### config.mk
export PLATFORM = sky130hd
export DESIGN_NAME = dds_wavegen
export DESIGN_NICKNAME = d
export VERILOG_FILES = /design/src/rtl/dds_wavegen_pkg.sv /design/src/rtl/dds_wavegen_rom.sv /design/src/rtl/dds_wavegen.sv
export SDC_FILE = /design/constraint.sdc
export NUM_CORES = 1
export LEC_CHECK = 0
export ABC_CLOCK_PERIOD_IN_PS = 4800
export CORE_UTILIZATION = 40
export DETAILED_ROUTE_END_ITERATION = 10
export GPL_ROUTABILITY_DRIVEN = 1
export MAX_ROUTING_LAYER = met4
export PLACE_DENSITY = 0.62
export SLEW_MARGIN = 15
export SYNTH_ARGS = -nofsm -noshare
export SYNTH_HDL_FRONTEND = slang
export SYNTH_SLANG_ARGS = --single-unit
### constraint.sdc
create_clock -name clk -period 4.8 [get_ports clk]
set_input_delay 0.48 -clock clk [delete_from_list [all_inputs] [get_ports clk]]
set_output_delay 0.48 -clock clk [all_outputs]
set_load 0.01 [all_outputs]
### src/rtl/dds_wavegen_pkg.sv
// dds_wavegen_pkg: shared FSM state type, default accumulator width and quarter-wave sine table
package dds_wavegen_pkg;
  localparam int ACC_W_DEF = 24;
  typedef enum logic [1:0] {ST_IDLE, ST_RUN, ST_PEND} state_t;
  // round(128 + 127*sin(2*pi*i/256)) for i = 0..63
  localparam logic [7:0] SIN_Q [64] = '{
    8'd128, 8'd131, 8'd134, 8'd137, 8'd140, 8'd144, 8'd147, 8'd150,
    8'd153, 8'd156, 8'd159, 8'd162, 8'd165, 8'd168, 8'd171, 8'd174,
    8'd177, 8'd179, 8'd182, 8'd185, 8'd188, 8'd191, 8'd193, 8'd196,
    8'd199, 8'd201, 8'd204, 8'd206, 8'd209, 8'd211, 8'd213, 8'd216,
    8'd218, 8'd220, 8'd222, 8'd224, 8'd226, 8'd228, 8'd230, 8'd232,
    8'd234, 8'd235, 8'd237, 8'd239, 8'd240, 8'd241, 8'd243, 8'd244,
    8'd245, 8'd246, 8'd248, 8'd249, 8'd250, 8'd250, 8'd251, 8'd252,
    8'd253, 8'd253, 8'd254, 8'd254, 8'd254, 8'd255, 8'd255, 8'd255
  };
endpackage

### src/rtl/dds_wavegen_rom.sv
// sin_quarter_rom: quarter-wave sine lookup with a registered 6-bit address
//   clk/rst : clock, synchronous active-high reset (address cleared to 0)
//   i_addr  : quarter-wave index, already mirrored by the parent
//   o_data  : table entry for the address captured on the previous edge
module sin_quarter_rom
  import dds_wavegen_pkg::*;
(
  input  logic       clk,
  input  logic       rst,
  input  logic [5:0] i_addr,
  output logic [7:0] o_data
);
  logic [5:0] r_addr;
  always_ff @(posedge clk) r_addr <= rst ? 6'd0 : i_addr;
  assign o_data = SIN_Q[r_addr];
endmodule

### src/rtl/dds_wavegen.sv
// dds_wavegen: DDS phase accumulator with sine/square/triangle/saw outputs
//   clk/rst      : clock, synchronous active-high reset
//   enable       : run (1) or hold (0) the accumulator
//   fcw/_valid   : frequency control word offer; fcw_ready accepts it
//   wave1_*      : 8-bit samples, two cycles behind the accumulator
//   cyc_sync     : one-cycle pulse on the first sample of each period
module dds_wavegen
  import dds_wavegen_pkg::*;
#(
  parameter int ACC_W = ACC_W_DEF
) (
  input  logic             clk,
  input  logic             rst,
  input  logic             enable,
  input  logic [ACC_W-1:0] fcw,
  input  logic             fcw_valid,
  output logic             fcw_ready,
  output logic [7:0]       wave1_sin,
  output logic [7:0]       wave1_squ,
  output logic [7:0]       wave1_tri,
  output logic [7:0]       wave1_saw,
  output logic             cyc_sync
);
  state_t r_state, w_state_nx;
  logic [ACC_W-1:0] r_acc, r_act, r_pend, w_act_nx, w_pend_nx;
  logic [ACC_W:0] w_sum;
  logic w_carry, w_rdy, w_take, w_step, w_zero;
  logic r_wrap0, r_wrap1;
  logic [7:0] r_p, w_rom;
  logic [5:0] w_addr;
  logic [7:0] r_sin, r_squ, r_tri, r_saw;
  logic r_sync;
  assign w_sum = {1'b0, r_acc} + {1'b0, r_act};
  assign w_carry = w_sum[ACC_W];
  assign w_zero = r_act == '0;
  assign w_rdy = r_state != ST_PEND;
  assign w_take = fcw_valid && w_rdy;
  assign fcw_ready = w_rdy && !rst;
  always_ff @(posedge clk) r_state <= rst ? ST_IDLE : w_state_nx;
  // A pending word waits for the wrap so the current period completes;
  // with a zero step no wrap can come, so it is applied at once.
  always_comb begin
    w_state_nx = r_state;
    w_step = 1'b0;
    w_act_nx = r_act;
    w_pend_nx = r_pend;
    case (r_state)
      ST_IDLE: begin
        w_act_nx = w_take ? fcw : r_act;
        w_state_nx = enable ? ST_RUN : ST_IDLE;
      end
      ST_RUN: begin
        w_step = enable;
        w_act_nx = (w_take && !enable) ? fcw : r_act;
        w_pend_nx = (w_take && enable) ? fcw : r_pend;
        w_state_nx = !enable ? ST_IDLE : w_take ? ST_PEND : ST_RUN;
      end
      ST_PEND: begin
        w_step = enable;
        w_act_nx = (!enable || w_carry || w_zero) ? r_pend : r_act;
        w_state_nx = !enable ? ST_IDLE : (w_carry || w_zero) ? ST_RUN : ST_PEND;
      end
      default: w_state_nx = ST_IDLE;
    endcase
  end
  always_ff @(posedge clk) begin
    if (rst) begin
      r_acc <= '0;
      r_act <= '0;
      r_pend <= '0;
      r_wrap0 <= 1'b0;
    end else begin
      r_acc <= w_step ? w_sum[ACC_W-1:0] : r_acc;
      r_act <= w_act_nx;
      r_pend <= w_pend_nx;
      r_wrap0 <= w_step && w_carry;
    end
  end
  // The ROM address register sits in stage 1 alongside r_p.
  assign w_addr = r_acc[ACC_W-2] ? ~r_acc[ACC_W-3 -: 6] : r_acc[ACC_W-3 -: 6];
  sin_quarter_rom u_rom (
    .clk    (clk),
    .rst    (rst),
    .i_addr (w_addr),
    .o_data (w_rom)
  );
  always_ff @(posedge clk) begin
    if (rst) begin
      r_p <= '0;
      r_wrap1 <= 1'b0;
      r_sin <= 8'd128;
      r_squ <= '0;
      r_tri <= '0;
      r_saw <= '0;
      r_sync <= 1'b0;
    end else begin
      r_p <= r_acc[ACC_W-1 -: 8];
      r_wrap1 <= r_wrap0;
      r_sin <= r_p[7] ? 8'd0 - w_rom : w_rom;
      r_squ <= r_p[7] ? 8'h00 : 8'hFF;
      r_tri <= r_p[7] ? ~{r_p[6:0], 1'b0} : {r_p[6:0], 1'b0};
      r_saw <= r_p;
      r_sync <= r_wrap1;
    end
  end
  assign wave1_sin = r_sin;
  assign wave1_squ = r_squ;
  assign wave1_tri = r_tri;
  assign wave1_saw = r_saw;
  assign cyc_sync = r_sync;
endmodule

==> run summary <==
Clocking
• Post-CTS Hold Fix Bufs: 0
• CTS tree: yes
• clock edge transition at the registers on the reported setup and hold paths: 0.05 ns
• maximum clock insertion buffer count: 2
• insertion delay of the later-clocked pin in the worst-skew pair: 0.42 ns
• buffer type at the clock tree root: sky130_fd_sc_hd__clkbuf_16
• post-CTS setup buffer count: 0
• number of sinks on the clock net: 116
• H-Tree Level Count: 4
• total of cells resized after clock tree synthesis: 0
• number of buffers inserted during clock tree synthesis: 17

Worst setup path
• capture instance of the worst register-to-register path: r_act[21]
• startpoint of the worst setup timing path: r_act[0]
• number of cells on the worst reg-to-reg path: 11
• endpoint type of the worst setup path: register
• setup slack, reg-to-reg: 1.67 ns
• endpoint of the worst setup timing path: r_act[21]
• FF-to-FF Start: r_act[0]
• data arrival time of the critical path: 3.41 ns
• highest fanout seen on the critical path: 24
• critical path launch point type: register
• category of the critical setup timing path: reg2reg
• critical path required time: 5.08 ns

Power
• proportion of power drawn by combinational gates: 0.105
• power per unit of standard cell area: 348 nW/um2
• register share of total power: 0.402
• fraction of power spent switching nets: 0.236
• total leakage power: 2.87 nW
• fraction of power consumed by the clock network: 0.492
• maximum vdd drop: 241 uV
• cell internal pwr: 1.96 mW
• Sw Pwr: 607 uW

STA
• final critical delay including setup and external delays: 3.13 ns
• Hold Violations, Final: 0
• setup TNS: 0 ns
• largest clock skew in the final design: 0.00857 ns
• relative slew slack: 0.378
• final-layout worst hold slack: 0.437 ns
• setup repair after global routing missed its margin: no
• Final setup viols: 0
• final worst-path cycle share: 0.652
• Final Max Tran Viols: 0
• Least-Margin Pin Slew: 0.930 ns
• maximum clock frequency: 319 MHz

Global routing
• number of antenna violations at the first check in global routing: 0
• vias in the first global route: 4,788
• global-route wire length before repair: 22.5 mm
• global router's overall resource usage: 0.181
• GR Overflow Total: 0
• largest net degree at the start of global routing: 70

Drt
• starting DRC count in detailed routing: 323
• total via count in the routed design: 5,040
• Routed WL: 13.2 mm
• DRT Pass-1 Iters: 4
• routed len/inst: 13.8 um
• Post-DRT Antenna Nets: 0
• DRC errors left: 0
• per-cell via count in the routed design: 5.28

Synthesis
• flops & latches, synth: 116
• proportion of register bits with asynchronous set or reset after synthesis: 0
• flip-flop cell with the highest count after synthesis: sky130_fd_sc_hd__dfxtp_1
• post-synthesis area per instance: 8.49 um2
• summed instance area of the synthesized netlist: 6150 um2
• number of synthesized flops with an enable pin: 0
• proportion of synthesized chip area in sequential cells: 0.378
• Gate Count Post-Synth: 724
• post-synth cell types: 65
• cell types occupying the most area after synthesis: sky130_fd_sc_hd__dfxtp_1 (38%), sky130_fd_sc_hd__ha_1 (6.7%), sky130_fd_sc_hd__a21oi_1 (6.0%)
• portion of synthesized cell area occupied by the leading cell type: 0.378
• cell type with the highest aggregate area in the netlist: sky130_fd_sc_hd__dfxtp_1
• number of warning messages in the yosys log: 0
• Post-Syn Nets: 786

Place
• placed cell count: 924
• HPWL after detailed placement: 9.20 mm
• count of input and output buffers: 61
• routability cong.: 0.847
• total placed instance area: 6790 um2

Finish
• fraction of layout cells with a size suffix above 1: 0.0882
• layout-stage area growth over the synthesis result: 20.1%
• number of antenna diodes: 0
• area taken by multi-input logic gates: 3520 um2
• area used by sequential logic in the layout: 2320 um2
• number of fill cells: 1,416
• final-stage net count: 821
• final standard cell utilization of the core: 0.500
• Design Area, Final: 7380 um2
• Cell Count, Final, Fillers Out: 955

Worst hold path
• worst hold path type: reg2reg

Floorplanning
• number of cell rows: 44
• initial cell density of the core: 0.417
• standard cell core area: 14,800 um2
• chip width: 126 um
• vertical extent of the die: 126 um
• number of top-level pins: 62
• full die area: 15,900 um2

Status
• status: finished clean

Job
• max-capacitance violation count: 0

[layer usage]
| metal | wire length (um) | up-vias | GRT usage |
|---|---|---|---|
| met4 | 166 | 0 | 0.0673 |
| li1 | - | 2588 | - |
| met5 | 0 | - | - |
| met1 | 6300 | 2354 | 0.215 |
| met2 | 6250 | 83 | 0.293 |
| met3 | 447 | 15 | 0.0463 |
[through the flow]
| stage | total power, mW | setup slack [ns] |
|---|---|---|
| 2_1_floorplan | 1.24 | 1.92 |
| 5_1_grt | 2.68 | 1.43 |
| 4_1_cts | 2.60 | 1.66 |
| 3_3_place_gp | 1.31 | 1.76 |
| 3_5_place_dp | 1.32 | 1.68 |
| 6_report | 2.57 | 1.67 |
[cells by family (layout without fill, tap and decap cells)]
logic type      after synthesis  count (layout)  share of synthesized area
simple gates                258             258                      0.191
flops                       116             116                      0.378
fa+ha+maj                    34              34                     0.0704
mux                          54              54                     0.0953
xor+xnor                     36              36                     0.0513
compound gates              157             157                      0.164
buf+inv                      69             116                     0.0507
[cell type report]
type                       count  area share
clock buffer                  22      0.0629
clock inverter                 9      0.0175
inverter                      19     0.00966
multi-input combinational    539       0.477
sequential                   116       0.315
tap                          184      0.0312
timing repair buffer          66      0.0875
[placed cells by master, fill, tap and decap left out, types with 7 or more instances in the layout]
cell type                         instances
sky130_fd_sc_hd__xor2_1                   7
sky130_fd_sc_hd__mux2i_1                 27
sky130_fd_sc_hd__nor4_1                   7
sky130_fd_sc_hd__o21ai_1                  9
sky130_fd_sc_hd__inv_1                   19
sky130_fd_sc_hd__a21o_1                   8
sky130_fd_sc_hd__nand3_1                 11
sky130_fd_sc_hd__dfxtp_1                116
sky130_fd_sc_hd__nand2_1                 97
sky130_fd_sc_hd__ha_1                    33
sky130_fd_sc_hd__o211ai_1                 8
sky130_fd_sc_hd__nor2b_1                 22
sky130_fd_sc_hd__o21ai_0                 10
sky130_fd_sc_hd__nor2_1                  78
sky130_fd_sc_hd__clkbuf_16               17
sky130_fd_sc_hd__xnor2_1                 29
sky130_fd_sc_hd__nor3_1                  11
sky130_fd_sc_hd__mux2_2                  25
sky130_fd_sc_hd__clkdlybuf4s50_1         60
sky130_fd_sc_hd__a21oi_1                 74
[worst max-delay path, stage by stage (launching register included)]
cell                        delay, ns
sky130_fd_sc_hd__dfxtp_1         0.33
sky130_fd_sc_hd__ha_1            0.21
sky130_fd_sc_hd__fa_1            0.44
sky130_fd_sc_hd__a211oi_2        0.23
sky130_fd_sc_hd__o21ai_2         0.13
sky130_fd_sc_hd__o311a_4         0.34
sky130_fd_sc_hd__o2111ai_2       0.21
sky130_fd_sc_hd__a21oi_2         0.12
sky130_fd_sc_hd__o31ai_4         0.25
sky130_fd_sc_hd__buf_4           0.40
sky130_fd_sc_hd__mux2i_1         0.25
sky130_fd_sc_hd__nor2_1          0.06
[how the worst min path moves through the flow]
stage               startpoint        to  slack, ns  cells past startpoint
global placement       r_wrap1  cyc_sync       0.42                      1
detailed placement     r_wrap0   r_wrap1       0.43                      1
finish                 r_wrap0   r_wrap1       0.44                      1
floorplan              r_wrap1  cyc_sync       0.41                      1
CTS                    r_wrap0   r_wrap1       0.44                      1
global route           r_wrap0   r_wrap1       0.45                      1
[power groups by stage]
| stage | Combinational [mW] | Clock (mW) | Sequential, mW |
|---|---|---|---|
| CTS | 0.273 | 1.29 | 1.03 |
| finish | 0.271 | 1.26 | 1.03 |
| detailed placement | 0.270 | 0 | 1.05 |
| global placement | 0.263 | 0 | 1.05 |
| global route | 0.302 | 1.34 | 1.04 |
| floorplan | 0.206 | 0 | 1.04 |
[synthesized netlist by cell type, types with 3 or more instances]
master,instances
sky130_fd_sc_hd__buf_1,4
sky130_fd_sc_hd__a31oi_1,5
sky130_fd_sc_hd__a311oi_1,3
sky130_fd_sc_hd__a211oi_1,5
sky130_fd_sc_hd__o21ai_0,10
sky130_fd_sc_hd__nor4_1,7
sky130_fd_sc_hd__nand4_1,5
sky130_fd_sc_hd__ha_1,33
sky130_fd_sc_hd__mux2_2,25
sky130_fd_sc_hd__nor4b_1,3
sky130_fd_sc_hd__clkbuf_1,34
sky130_fd_sc_hd__nor3_1,12
sky130_fd_sc_hd__o21ai_1,9
sky130_fd_sc_hd__xor2_1,7
sky130_fd_sc_hd__a2111oi_0,3
sky130_fd_sc_hd__inv_1,19
sky130_fd_sc_hd__nand2b_1,3
sky130_fd_sc_hd__nor2_1,78
sky130_fd_sc_hd__nand3b_1,3
sky130_fd_sc_hd__o211ai_1,8
sky130_fd_sc_hd__and3_1,4
sky130_fd_sc_hd__nor2b_1,22
sky130_fd_sc_hd__mux2i_1,27
sky130_fd_sc_hd__xnor2_1,29
sky130_fd_sc_hd__buf_2,3
sky130_fd_sc_hd__a21o_1,8
sky130_fd_sc_hd__nand3_1,11
sky130_fd_sc_hd__nand2_1,97
sky130_fd_sc_hd__buf_4,7
sky130_fd_sc_hd__o21bai_1,4
sky130_fd_sc_hd__dfxtp_1,116
sky130_fd_sc_hd__and2_1,4
sky130_fd_sc_hd__o31ai_1,6
sky130_fd_sc_hd__a21oi_1,74
[flip-flops by register name, indices dropped and copies added, names as in the netlist]
signal,count
r_acc,24
r_act,24
r_pend,24
r_p,8
wave1_saw,8
wave1_sin,8
wave1_tri,8
u_rom.r_addr,6
r_state,2
cyc_sync,1
r_wrap0,1
r_wrap1,1
wave1_squ,1
Power figures use the tool's default switching activity.
